`src/rtl/prefetch_buffer.sv`:
```
`default_nettype none
// ============================================================================
// Module      : prefetch_buffer
// Description : Byte-granular instruction prefetch buffer. Reads whole RAM
//               words ahead of the consumer, splits them into bytes (offset 0
//               in the most significant byte), and presents them through a
//               small FIFO tagged with their byte program counter. A redirect
//               flushes the FIFO and any in-flight word and restarts fetch.
//               Optional feature macro: PREFETCH_FLUSH_COUNT_EN adds a 16-bit
//               flushCount output counting sampled redirects.
// Revision    : 1.0 - initial release
// ============================================================================
module prefetch_buffer #(
  parameter  int addrBits     = 8,
  parameter  int dataBits     = 16,
  parameter  int depth        = 4,
  localparam int bytesPerWord = dataBits / 8,
  localparam int c_OFS_BITS   = $clog2(bytesPerWord),
  localparam int pcBits       = addrBits + c_OFS_BITS
) (
  input  logic                clk,
  input  logic                reset,
  output logic [addrBits-1:0] programAddress,
  input  logic [dataBits-1:0] programDataOut,
  input  logic                redirect,
  input  logic [pcBits-1:0]   redirectPc,
  output logic [7:0]          instruction,
  output logic [pcBits-1:0]   instructionPc,
  output logic [pcBits-1:0]   nextProgramCounter,
  output logic                instructionValid,
  input  logic                instructionTake
`ifdef PREFETCH_FLUSH_COUNT_EN
  ,
  output logic [15:0]         flushCount
`endif
);

  // --------------------------------------------------------------------------
  // Derived widths and constants
  // --------------------------------------------------------------------------
  localparam int c_OFS_W = (c_OFS_BITS > 0) ? c_OFS_BITS : 1;
  localparam int c_PTR_W = (depth > 1) ? $clog2(depth) : 1;
  localparam int c_CNT_W = $clog2(depth + 1);
  localparam int c_SPC_W = c_CNT_W + 2;

  localparam logic [pcBits-1:0]  c_OFS_MASK  = pcBits'(bytesPerWord - 1);
  localparam logic [pcBits-1:0]  c_WORD_STEP = pcBits'(bytesPerWord);
  localparam logic [c_PTR_W-1:0] c_PTR_MASK  = c_PTR_W'(depth - 1);

  // RUN means a read was issued at the last edge, so a word is in flight.
  localparam logic [0:0] S_STALL = 1'b0;
  localparam logic [0:0] S_RUN   = 1'b1;

  // --------------------------------------------------------------------------
  // State
  // --------------------------------------------------------------------------
  logic [0:0]          r_state;
  logic [pcBits-1:0]   r_fetchPc;       // next word-aligned pc to issue
  logic [pcBits-1:0]   r_flightPc;      // pc of the word currently in flight
  logic [addrBits-1:0] r_programAddress;

  logic [7:0]          r_fifoData [depth];
  logic [pcBits-1:0]   r_fifoPc   [depth];
  logic [c_PTR_W-1:0]  r_rdPtr;
  logic [c_PTR_W-1:0]  r_wrPtr;
  logic [c_CNT_W-1:0]  r_count;

  // --------------------------------------------------------------------------
  // Combinational control
  // --------------------------------------------------------------------------
  logic               w_inFlight;
  logic               w_valid;
  logic               w_pop;
  logic [c_OFS_W-1:0] w_flightOfs;
  logic [c_CNT_W-1:0] w_enqBytes;
  logic [c_SPC_W-1:0] w_space;
  logic               w_issue;
  logic [pcBits-1:0]  w_issuePc;
  logic [7:0]         w_wordBytes [bytesPerWord];

  // Split the returned RAM word into bytes, offset 0 taken from the top.
  for (genvar g = 0; g < bytesPerWord; g++) begin : g_wordBytes
    assign w_wordBytes[g] = programDataOut[dataBits-1-8*g -: 8];
  end

  assign w_inFlight  = (r_state == S_RUN);
  assign w_valid     = (r_count != '0);
  // A redirect cycle ignores the consumer's take entirely.
  assign w_pop       = instructionTake & w_valid & ~redirect;
  assign w_flightOfs = c_OFS_W'(r_flightPc & c_OFS_MASK);

  // Bytes of the in-flight word that land in the FIFO at this edge.
  assign w_enqBytes  = w_inFlight
                     ? (c_CNT_W'(bytesPerWord) - c_CNT_W'(w_flightOfs))
                     : '0;

  // Free space after this edge, counting this cycle's pop and the arriving
  // word. Occupancy plus in-flight bytes never exceeds depth, so this cannot
  // go negative.
  assign w_space = c_SPC_W'(depth) + c_SPC_W'(w_pop)
                 - c_SPC_W'(r_count) - c_SPC_W'(w_enqBytes);

  // A redirect always issues its target word immediately.
  assign w_issue   = redirect | (w_space >= c_SPC_W'(bytesPerWord));
  assign w_issuePc = redirect ? redirectPc : r_fetchPc;

  // --------------------------------------------------------------------------
  // Fetch FSM: issue decision, RAM address and fetch program counter
  // --------------------------------------------------------------------------
  // Issue a word read whenever space allows, or unconditionally on redirect.
  always_ff @(posedge clk or negedge reset) begin
    if (!reset) begin
      r_state          <= S_STALL;
      r_fetchPc        <= '0;
      r_flightPc       <= '0;
      r_programAddress <= '0;
    end else begin
      r_state <= w_issue ? S_RUN : S_STALL;
      if (w_issue) begin
        r_programAddress <= addrBits'(w_issuePc >> c_OFS_BITS);
        r_flightPc       <= w_issuePc;
        r_fetchPc        <= (w_issuePc & ~c_OFS_MASK) + c_WORD_STEP;
      end
    end
  end

  // --------------------------------------------------------------------------
  // Instruction FIFO
  // --------------------------------------------------------------------------
  // Enqueue the in-flight word's bytes and pop the head; flush on redirect.
  always_ff @(posedge clk or negedge reset) begin
    if (!reset) begin
      for (int i = 0; i < depth; i++) begin
        r_fifoData[i] <= '0;
        r_fifoPc[i]   <= '0;
      end
      r_rdPtr <= '0;
      r_wrPtr <= '0;
      r_count <= '0;
    end else if (redirect) begin
      r_rdPtr <= '0;
      r_wrPtr <= '0;
      r_count <= '0;
    end else begin
      for (int i = 0; i < bytesPerWord; i++) begin
        if (c_CNT_W'(i) < w_enqBytes) begin
          r_fifoData[(r_wrPtr + c_PTR_W'(i)) & c_PTR_MASK] <=
            w_wordBytes[c_OFS_W'(w_flightOfs + c_OFS_W'(i))];
          r_fifoPc[(r_wrPtr + c_PTR_W'(i)) & c_PTR_MASK] <=
            r_flightPc + pcBits'(i);
        end
      end
      r_wrPtr <= (r_wrPtr + c_PTR_W'(w_enqBytes)) & c_PTR_MASK;
      r_rdPtr <= (r_rdPtr + c_PTR_W'(w_pop)) & c_PTR_MASK;
      r_count <= r_count + w_enqBytes - c_CNT_W'(w_pop);
    end
  end

`ifdef PREFETCH_FLUSH_COUNT_EN
  logic [15:0] r_flushCount;

  // Count every sampled redirect, wrapping at 2^16.
  always_ff @(posedge clk or negedge reset) begin
    if (!reset) begin
      r_flushCount <= '0;
    end else if (redirect) begin
      r_flushCount <= r_flushCount + 16'd1;
    end
  end

  assign flushCount = r_flushCount;
`endif

  // --------------------------------------------------------------------------
  // Outputs
  // --------------------------------------------------------------------------
  assign programAddress     = r_programAddress;
  assign instruction        = r_fifoData[r_rdPtr];
  assign instructionPc      = r_fifoPc[r_rdPtr];
  assign nextProgramCounter = r_fifoPc[r_rdPtr] + pcBits'(1);
  assign instructionValid   = w_valid;

endmodule
`default_nettype wire

```
`config.mk`:
```
export PLATFORM = sky130hd
export DESIGN_NAME = prefetch_buffer
export DESIGN_NICKNAME = d
export VERILOG_FILES = /design/src/rtl/prefetch_buffer.sv
export SDC_FILE = /design/constraint.sdc
export NUM_CORES = 1
export LEC_CHECK = 0
export CAP_MARGIN = 20
export CORE_MARGIN = 2
export CORE_UTILIZATION = 55
export CTS_BUF_LIST = sky130_fd_sc_hd__clkbuf_8
export CTS_CLUSTER_SIZE = 40
export DETAILED_ROUTE_END_ITERATION = 7
export DONT_BUFFER_PORTS = 1
export GPL_TIMING_DRIVEN = 1
export PLACE_DENSITY = 0.7
export RECOVER_POWER = 50
export SLEW_MARGIN = 15
export SYNTH_ARGS = -nofsm -noshare
export SYNTH_HDL_FRONTEND = slang
export SYNTH_SLANG_ARGS = --single-unit
```
`constraint.sdc`:
```
create_clock -name clk -period 4.35 [get_ports clk]
set_clock_uncertainty 0.2 [all_clocks]
set_input_delay 0.87 -clock clk [delete_from_list [all_inputs] [get_ports clk]]
set_output_delay 0.87 -clock clk [all_outputs]
set_load 0.1 [all_outputs]
```
==> flow_summary.toml <==
[worst_setup_path]
end_kind = "output port"
crit_type = "reg2out"
start_kind = "flop"
slowest_stage = "mux4_2"
critical-path-top-delay-family = "multiplexers"
worst-path-buf-inv = 1
cp.arrival_ns = 2.78
cp_cell_sequence = "mux4_2, and2_1, and3_4, nand3_2, xnor2_2, buf_12"
required_ns = 3.28
crit_path_max_fanout = 13
critical_path.max_stage_delay_ns = 0.73

[routing]
via_count = 3904
drtPass1Iterations = 6
drc = 0
drt-total-wl_mm = 12.4
viasPerCell = 6.27
ant_nets = 0
drt_iter0_drc = 235
routedWlPerCell_um = 19.9

[placed_design]
dp.final_hpwl_mm = 8.27
place.gp.congestion = 0.827
io_buffers = 0

[sta]
rsz0062_at_grt = "false"
setup_viol = 0
drv_slew = 93
hold_viol_final = 0
maxSlewHeadroom = -0.258
min_period_ns = 3.85
hold_slack_ns = 0.301
period_share = 0.884
setup_tns_ns = 0
fmax_ghz = 0.260
worst_pin_slew_ns = 1.89

[grt]
grt_pass1_wl_mm = 20.5
grt_pass1_vias = 4021
antenna_found_initial = 0
grt_usage = 0.258
grt_max_degree = 75
grt_overflow = 0

[synth]
synth_seq_cells = 93
syn-cell-area_um2 = 5220
synth_cells = 495
yosys-top-cells-count = "dfrtp_1 (93), nor2_1 (63), a21oi_1 (62)"
yosysUniqueCellTypes = 52
yosysTopAreaCell = "dfrtp_1"
syn_area_per_cell_um2 = 10.5
ys_top_cells_by_area = "dfrtp_1 (45%), a21oi_1 (5.9%), mux4_2 (5.6%), o22ai_1 (4.8%), mux2_2 (4.7%)"
yosysSeqAreaShare = 0.446
yosys_most_used_dff = "dfrtp_1"
synth_enable_flop_cells = 0
synth_fp_nets = 537
synthArstFlopShare = 1.00
synth_top_area_frac = 0.446
synth_warnings = 0
synth.most_common_cell = "dfrtp_1"

[status]
failed_checks = "max-capacitance violations, max-slew violations"
status = "finished, violations left"

[min_path]
hp-class = "reg2reg"

[clocking]
ctsHtreeMaxLevel = 3
cts_buffer_depth = 2
clkTransAtPathRegs_ns = 0.09
cts_tree = "yes"
cts_resized = 0
clkSinkCount = 93
cts_buffers = 9
clock_latency_ns = 0.36
cts.root.buffer_cell = "clkbuf_8"
cts_setup_buffers = 0

[flow_run]
max-cap-violations = 2

[floorplanning]
initial_core_util = 0.565
die_area_um2 = 10300
coreArea_um2 = 9240
num_rows = 35
die_w_um = 101
die_h_um = 101
ioPinCount = 64

[layout]
diodes = 0
area.growth.synth_to_final_pct = 8.37
post_route_cells_drive_above_1_share = 0.186
fillCellCount = 748
nNetsFinal = 532
[routing by layer]
layer	vias up	global-route usage	routed length, µm	part of all wire
met5	-	0	0	0
met4	0	0.0790	165	0.013
met3	19	0.0718	1100	0.088
met2	174	0.409	5830	0.47
met1	1924	0.351	5320	0.43
li1	1787	-	-	-
[cells in the final DEF, fill, tap and decap left out, types with 4 or more instances in the layout]
cell type  instances
a21oi_1           63
a31oi_1            4
buf_12             8
buf_4             15
clkbuf_1           4
clkbuf_8          10
dfrtp_1           93
ha_1              10
inv_1              9
mux2_2            22
mux2i_1            6
mux4_1             4
mux4_2            13
nand2_1           17
nand3_1            6
nand3b_1           6
nor2_1            63
nor2b_1            6
o21a_1             6
o21ai_0            8
o22a_1             8
o22ai_1           40
o32a_1             4
o32ai_1            4
xnor2_1            7
xnor2_2            4
xor2_1             7
[tightest hold or removal path, delay by kind of cell (launching register included)]
family | cells | cell delay, ns
AND/OR/NAND/NOR | 2 | 0.11
flip-flops | 1 | 0.35
[state kept, by name, indices dropped and copies added (netlist names)]
register	flops
r_wrPtr	2
r_count	3
r_fifoData	32
r_fetchPc	8
r_state	1
r_fifoPc	36
r_flightPc	9
r_rdPtr	2
[final timing paths]
| path | start | to | slack (ns) | depth (start not counted) |
|---|---|---|---|---|
| setup / recovery | r_rdPtr[1] | nextProgramCounter[8] | 0.50 | 6 |
| hold / removal | r_fetchPc[1] | r_fetchPc[1] | 0.30 | 2 |
| setup reg to reg | r_flightPc[0] | r_fifoPc[21] | 0.51 | 4 |
| hold reg to reg | r_fetchPc[1] | r_fetchPc[1] | 0.30 | 2 |
| max in group asynchronous | reset | r_fifoPc[34] | 2.10 | 1 |
| min in group asynchronous | reset | r_fifoPc[23] | 0.79 | 1 |
[stage by stage]
step | setup slack [ns] | area [µm²] | instances | utilization
finish | 0.505 | 5660 | 623 | 0.612
global route | 0.325 | 5660 | 623 | 0.612
CTS | 0.472 | 5700 | 621 | 0.617
detailed placement | 0.764 | 5470 | 604 | 0.592
global placement | 0.871 | 5470 | 604 | 0.592
floorplan | -0.250 | 5260 | 495 | -
[cell families after synthesis]
group,synth area share
compound gates,0.177
flops,0.446
buf+inv,0.0573
mux,0.135
fa+ha+maj,0.0355
simple gates,0.114
xor+xnor,0.0352
[area by class of cell]
class	instances	area, µm²	share of cell area
Multi-Input combinational cell	345	2620	0.463
Tap cell	129	161	0.0285
Inverter	12	45.0	0.00796
Sequential cell	93	2330	0.412
Clock inverter	5	60.1	0.0106
Clock buffer	10	138	0.0243
Timing Repair Buffer	29	303	0.0535
[repair_timing]
| item | CTS | global route |
|---|---|---|
| hold buffers | 2 | 0 |
| setup endpoints to repair | 0 | 0 |
| endpoints found under the hold margin | 74 | 0 |
Power is not shown: default switching activity piles up to over one toggle a cycle in this logic, so the estimate is an artifact.
